<file path="config.mk">
export PLATFORM = sky130hd
export DESIGN_NAME = store_monitor
export DESIGN_NICKNAME = d
export VERILOG_FILES = /design/src/rtl/store_monitor.sv
export SDC_FILE = /design/constraint.sdc
export NUM_CORES = 1
export LEC_CHECK = 0
export BUFFER_PORTS_ARGS = -buffer_cell sky130_fd_sc_hd__buf_2
export CAP_MARGIN = 0
export CORE_MARGIN = 8
export CORE_UTILIZATION = 38
export CTS_BUF_LIST = sky130_fd_sc_hd__clkbuf_8
export CTS_CLUSTER_SIZE = 40
export DETAILED_ROUTE_END_ITERATION = 12
export PLACE_DENSITY = 0.53
export SETUP_SLACK_MARGIN = 0.2
export SLEW_MARGIN = 25
export SYNTH_ARGS = -nofsm -noshare
export SYNTH_HDL_FRONTEND = slang
export SYNTH_SLANG_ARGS = --single-unit
</file>
<file path="constraint.sdc">
create_clock -name clk -period 13.2 [get_ports clk]
set_clock_uncertainty 0.1 [all_clocks]
set_input_delay 0.66 -clock clk [delete_from_list [all_inputs] [get_ports clk]]
set_output_delay 0.66 -clock clk [all_outputs]
set_load 0.01 [all_outputs]
</file>
<file path="src/rtl/store_monitor.sv">
// Store monitor: holds a table of expected (address, data) CPU stores and checks
// that the observed store stream matches it in order, within a cycle budget.
module store_monitor #(
  parameter int DEPTH     = 8,
  parameter int AW        = 32,
  parameter int DW        = 32,
  parameter int TIMEOUT   = 1000,
  parameter int EDGE_MODE = 1
) (
  input  logic                     clk,
  input  logic                     reset,
  input  logic                     ld_valid,
  input  logic [AW-1:0]            ld_addr,
  input  logic [DW-1:0]            ld_data,
  output logic                     ld_ready,
  input  logic                     start,
  input  logic                     clear,
  input  logic                     memwrite,
  input  logic [AW-1:0]            dataaddr,
  input  logic [DW-1:0]            writedata,
  output logic                     done,
  output logic                     pass,
  output logic [2:0]               fail_code,
  output logic [$clog2(DEPTH):0]   fail_index,
  output logic [$clog2(DEPTH):0]   match_count,
  output logic [31:0]              cycle_count
);

  localparam int CW = $clog2(DEPTH) + 1;
  localparam int IW = (DEPTH > 1) ? $clog2(DEPTH) : 1;
  localparam int TN = 1 << IW;
  localparam logic [CW-1:0] DEPTH_C  = CW'(DEPTH);
  localparam logic [31:0]   TO_LAST  = 32'(TIMEOUT - 1);

  typedef enum logic [1:0] {S_IDLE, S_RUN, S_PASS, S_FAIL} state_e;

  state_e          state_q, state_d;
  logic [CW-1:0]   count_q, count_d;
  logic [CW-1:0]   idx_q, idx_d;
  logic [CW-1:0]   match_count_q, match_count_d;
  logic [31:0]     cycle_count_q, cycle_count_d;
  logic [2:0]      fail_code_q, fail_code_d;
  logic [CW-1:0]   fail_index_q, fail_index_d;
  logic            mw_prev_q, mw_prev_d;

  logic [AW-1:0]   tbl_addr_q [TN];
  logic [DW-1:0]   tbl_data_q [TN];
  logic            tbl_we;
  logic            store_ev;
  logic [AW-1:0]   exp_addr;
  logic [DW-1:0]   exp_data;

  assign store_ev = (EDGE_MODE != 0) ? (memwrite && !mw_prev_q) : memwrite;
  assign exp_addr = tbl_addr_q[idx_q[IW-1:0]];
  assign exp_data = tbl_data_q[idx_q[IW-1:0]];

  always_comb begin
    state_d       = state_q;
    count_d       = count_q;
    idx_d         = idx_q;
    match_count_d = match_count_q;
    cycle_count_d = cycle_count_q;
    fail_code_d   = fail_code_q;
    fail_index_d  = fail_index_q;
    mw_prev_d     = memwrite;
    tbl_we        = 1'b0;
    ld_ready      = 1'b0;

    case (state_q)
      S_IDLE: begin
        ld_ready = (count_q < DEPTH_C);
        if (ld_valid && ld_ready) begin
          tbl_we  = 1'b1;
          count_d = count_q + CW'(1);
        end
        if (start && ((count_q != '0) || tbl_we)) begin
          state_d       = S_RUN;
          idx_d         = '0;
          match_count_d = '0;
          cycle_count_d = '0;
        end
      end
      S_RUN: begin
        if (cycle_count_q != '1) cycle_count_d = cycle_count_q + 32'd1;
        if (store_ev) begin
          if (dataaddr != exp_addr) begin
            state_d      = S_FAIL;
            fail_code_d  = 3'd1;
            fail_index_d = idx_q;
          end else if (writedata != exp_data) begin
            state_d      = S_FAIL;
            fail_code_d  = 3'd2;
            fail_index_d = idx_q;
          end else begin
            match_count_d = match_count_q + CW'(1);
            idx_d         = idx_q + CW'(1);
            if (idx_q == count_q - CW'(1)) state_d = S_PASS;
          end
        end
        // Timeout only fires if this cycle neither completed nor mismatched.
        if ((state_d == S_RUN) && (cycle_count_q == TO_LAST)) begin
          state_d      = S_FAIL;
          fail_code_d  = 3'd3;
          fail_index_d = idx_d;
        end
        // The count only advances for cycles that are followed by more RUN.
        if (state_d != S_RUN) cycle_count_d = cycle_count_q;
      end
      S_PASS: begin
        if (store_ev && !clear) begin
          state_d      = S_FAIL;
          fail_code_d  = 3'd4;
          fail_index_d = count_q;
        end
      end
      S_FAIL: ;
      default: state_d = S_IDLE;
    endcase

    if (clear && ((state_q == S_PASS) || (state_q == S_FAIL))) begin
      state_d       = S_IDLE;
      count_d       = '0;
      idx_d         = '0;
      match_count_d = '0;
      cycle_count_d = '0;
      fail_code_d   = '0;
      fail_index_d  = '0;
    end
  end

  always_ff @(posedge clk) begin
    if (!reset) begin
      state_q       <= S_IDLE;
      count_q       <= '0;
      idx_q         <= '0;
      match_count_q <= '0;
      cycle_count_q <= '0;
      fail_code_q   <= '0;
      fail_index_q  <= '0;
      mw_prev_q     <= 1'b0;
    end else begin
      state_q       <= state_d;
      count_q       <= count_d;
      idx_q         <= idx_d;
      match_count_q <= match_count_d;
      cycle_count_q <= cycle_count_d;
      fail_code_q   <= fail_code_d;
      fail_index_q  <= fail_index_d;
      mw_prev_q     <= mw_prev_d;
    end
  end

  always_ff @(posedge clk) begin
    if (reset && tbl_we) begin
      tbl_addr_q[count_q[IW-1:0]] <= ld_addr;
      tbl_data_q[count_q[IW-1:0]] <= ld_data;
    end
  end

  assign done        = (state_q == S_PASS) || (state_q == S_FAIL);
  assign pass        = (state_q == S_PASS);
  assign fail_code   = fail_code_q;
  assign fail_index  = fail_index_q;
  assign match_count = match_count_q;
  assign cycle_count = cycle_count_q;

endmodule

</file>
Word level (Yosys, flattened, before mapping):

Memories as Yosys holds them, arrays and structs flattened. A register that Yosys moved wholly into a read port is not among the register bits.
Cells that the tools add are included.

* latch bits: 0
* ROM bits: 0
* input port bits: 134
* output and inout port bits: 46
* register bits: 54
* memories: 2
* word-level logic and storage cells: 104
* bits in writable memories: 512

Memory list
* tbl_addr_q: words 8, bits a word 32, read ports 1, clocked after memory_dff 1, wr ports 1, RTL line 46 `logic [AW-1:0] tbl_addr_q [TN];`
* tbl_data_q: words 8, bits a word 32, read ports 1, clocked after memory_dff 1, wr ports 1, RTL line 47 `logic [DW-1:0] tbl_data_q [TN];`

* magnitude comparators: 1
* equal/unequal tests: 19
* multipliers: 0
* reduce and logical (&&, ||, !) cells: 23
* bitwise logic cells: 1
* $add $sub $neg: 5
* shift operators: 0
* mux-type cells: 45
* div/mod/pow operators: 0

Operator list (count)
* $mux W32: 3
* $ne A32 B32 Y1: 2
* $pmux W32 S2: 1
* $mux W4: 12
* $add A32 B1 Y32 const B: 1
* $eq A32 B10 Y1 const B: 1
* $ne A32 B32 Y1 const B: 1
* $mux W3: 9
* $pmux W4 S2: 3
* $mux W2: 9
* $add A4 B1 Y4 const B: 3
* $ne A2 B2 Y1 const B: 6
* $reduce_and A4 Y1: 2
* $logic_and A1 B1 Y1: 7
* $mux W1: 6
* $pmux W2 S3: 1
* $pmux W3 S2: 1
* $reduce_and A5 Y1: 1
* $eq A2 B1 Y1 const B: 2
* $eq A2 B2 Y1 const B: 2
* $eq A4 B4 Y1: 1
* $lt A4 B4 Y1 const B: 1
* $ne A2 B1 Y1 const B: 2
* $ne A4 B4 Y1 const B: 1
* 12 further kinds: 16

Depth between registers and ports, before layout:

* depth in word-level cells: 14
* gate-level depth with buffers: 15
* gate-level depth less buffers: 11

Least setup slack after synthesis:

Ideal clock, no wire load.

* path kind: register to register
* from: register state_q[0]
* to: memory tbl_addr_q[1][0] (enable)
* path buffers: 1
* setup slack: 6.750 ns
* library setup time: 0.564 ns
* stages on the path, launching flop included: 8
* data arrival time: 5.786 ns
* period minus slack after synthesis: 6.450 ns
* path through: dfxtp_1 inv_1 ha_1 nor2b_1 and2_1 clkbuf_1 nand3_1 nor3_1

* word-level cells in the longest chain between the ends: 5

RTL lines
* start: declaration: RTL line 37 `state_e state_q, state_d;`
* start signal: assignment: RTL line 142 `state_q <= state_d;`
* $logic_not A2 Y1: RTL line 69 `case (state_q)`
* $mux W1: RTL line 69
* $logic_and A1 B1 Y1: RTL line 154 `if (reset && tbl_we) begin`
* $mux W1: RTL line 154
* $mux W1 (not written as such): RTL line 155 `tbl_addr_q[count_q[IW-1:0]] <= ld_addr;`
* end: declaration: RTL line 46

No other way between the ends.

==> flow_summary.ini <==
[logic_synthesis]
yosys.cell_types.count = 70
mappedNetlistArea_um2 = 23610
synthArstFlopShare = 0
syn_inst = 1418
yosys.area.top_type_share = 0.6511
synth_seq_area_share = 0.6994
syn_nets = 1562
yosysTopAreaCell = edfxtp_1
synth_area_leaders = edfxtp_1, mux2i_1, mux4_2
synth-edff-count = 512
syn_area_per_cell_um2 = 16.65
synth-seq-cells = 569
ys_warn_count = 0
synthFlopType = edfxtp_1

[cts]
clkLatencyLatePin_ns = 0.67
htreeDepth = 3
cts_hold_buf = 0
cts.sinks = 569
cts_tree = built
root_buffer = clkbuf_8
cts_made_buffers = 98
clkTransAtPathRegs_ns = 0.06
postCtsSetupBuffers = 0
cts.repair.resized = 0
clockBufferDepth = 3

[drt]
drc = 0
drt_iter0_drc = 1008
routed-via-count = 13658
ant_nets = 0
routedWlPerCell_um = 23.21
dr.pass1.iters = 5
vias_per_cell = 5.298
drt-total-wl_um = 59850

[placed_design]
port_buffers = 179
pre_cts_ws_ns = 7.416
routabilityCongestion = 0.7953
place_hpwl_um = 35650

[floorplanning]
core_area_um2 = 61600
die_x_um = 265.3
num_rows = 91
io_pins = 180
die_h_um = 265.3
die_area_um2 = 70370
start_util = 0.3834

[sta]
tns_ns = 0
slew_viol_final = 0
setup_violations = 0
tightest_slew_ns = 1.009
post-route-period-util = 0.4184
fin_hold_ws_ns = 0.1409
fmax_ghz = 0.1811
finalHoldViolCount = 0
layout_min_cycle_time_ns = 5.523
slew_headroom = 0.3099
grt_setup_unrepaired = false
layout_setup_ws_ns = 7.677

[setup_path]
cp.arrival_ns = 5.99
cp_max_fo = 52
critPathRequiredTime_ns = 13.66
crit_path_end_kind = register
crit_buf_inv = 2
crit_chain = buf_4 -> buf_4 -> mux4_2 -> mux2i_1 -> xor2_1 -> nand4_1 -> nor4_2 -> nand3_1 -> o21ai_4 -> nand4_1 -> a221oi_1
critical-path-top-delay-family = simple AND/OR/NAND/NOR gates
regToRegSetupSlack_ns = 7.68
start_kind = register
crit_type = reg2reg
critPathSlowestCell = buf_4
max_stage_delay_ns = 0.87

[pwr]
ir_worst_vdd_v = 0.00007418
p_per_area_nw_per_um2 = 137.3
p_leak_nw = 8.842

[grt]
grt_pass1_vias = 14186
antenna_found_initial = 16
grt_max_degree = 56
grt.overflow.total = 0
grt_use_total = 0.1663
grt_pass1_wl_um = 88640

[final_layout]
layout_commonest_cell = edfxtp_1
area_growth_syn_to_layout_pct = 15.79
nets = 1797
layout_common_cells = edfxtp_1, buf_2, mux2i_1
fill_cells = 5445
drive_gt1_frac = 0.2480

[worst_hold_path]
hp-class = in2reg

[run_status]
status = finished, final reports clean

[job]
maxCapViolations = 0
==> routing by layer <==
layer | GRT usage | up-vias | share of wire
met5 | 0 | - | 0.0011
met4 | 0.05426 | 10 | 0.021
met3 | 0.04469 | 104 | 0.057
met2 | 0.2760 | 363 | 0.49
met1 | 0.2107 | 6893 | 0.43
li1 | - | 6288 | -
==> where the power goes <==
group / switching, W / internal [W] / total (W)
registers: 0.0000102 / 0.00200 / 0.00201
logic: 0.000150 / 0.0000687 / 0.000219
clock network: 0.000702 / 0.000825 / 0.00153
==> registers in the layout, indices dropped and copies added, names as in the netlist, named ones only <==
register and count:
mw_prev_q 1, fail_code 3, match_count 4, cycle_count 32
fail_index 4, count_q 4, state_q 2, tbl_data_q 256
idx_q 4, tbl_addr_q 256
==> synthesized netlist by cell type, types with 5 or more instances <==
library cell	count
nor3_1	18
buf_4	13
a21oi_1	48
o21a_1	5
nor2b_1	10
and3_1	43
and2_1	9
xnor2_1	7
o22ai_1	16
dfxtp_1	57
xor2_1	33
a41oi_1	19
nand4_1	24
nor2_1	34
nor4_1	17
mux2i_1	159
nand3_1	22
clkbuf_1	27
buf_6	7
nor4b_1	5
a22oi_1	60
edfxtp_1	512
ha_1	10
mux4_2	64
nand2_1	39
buf_2	16
a32o_1	6
or3_1	5
inv_1	15
a311oi_1	12
mux2_2	8
o21ai_0	26
==> final cells by class <==
class / instances / area, um2 / share of cell area
clock inverters: 73 / 441.7 / 0.01615
multi-input cells: 766 / 6736 / 0.2464
inverters: 15 / 56.30 / 0.002059
clock buffers: 104 / 1431 / 0.05235
diodes: 11 / 27.53 / 0.001007
repair buffers: 203 / 1076 / 0.03935
flip-flops and latches: 569 / 16530 / 0.6044
well taps: 837 / 1047 / 0.03830
==> path summary, 6_finish.rpt <==
check / startpoint / end / depth (start not counted)
max: register / cycle_count[14]$_SDFFE_PP0P_ / 11
min: memwrite / mw_prev_q$_SDFF_PN0_ / 2
max reg2reg: register / cycle_count[14]$_SDFFE_PP0P_ / 11
min reg2reg: fail_code[2]$_SDFFE_PP0P_ / fail_code[2]$_SDFFE_PP0P_ / 2
==> logic make-up after synthesis <==
| family | Yosys count | synth area share |
|---|---|---|
| DFF | 569 | 0.6994 |
| muxes | 231 | 0.1323 |
| xor gates and xnor gates | 40 | 0.01484 |
| and+or+nand+nor | 251 | 0.05961 |
| buffers and inverters | 83 | 0.01849 |
| AOI/OAI and AO/OA | 234 | 0.07010 |
| adders and majority gates | 10 | 0.005299 |
==> metrics by stage <==
stage / utilization / instances / power, W / instance area [um2]
after floorplan: - / 1418 / 0.002171 / 23610
after global placement: 0.4129 / 2390 / 0.002260 / 25440
after detailed placement: 0.4129 / 2390 / 0.002264 / 25440
after CTS: 0.4433 / 2567 / 0.003799 / 27310
after global routing: 0.4436 / 2571 / 0.003894 / 27330
final: 0.4439 / 2578 / 0.003753 / 27340
==> worst register-to-register path, delay by kind of cell, from the launching register on <==
family	cells	cell delay, ns
xor+xnor	1	0.16
compound gates	2	1.05
mux	2	0.84
simple gates	4	1.53
buf+inv	2	1.38
flops	1	0.34
Note: power is estimated with default switching activity, not from simulation.
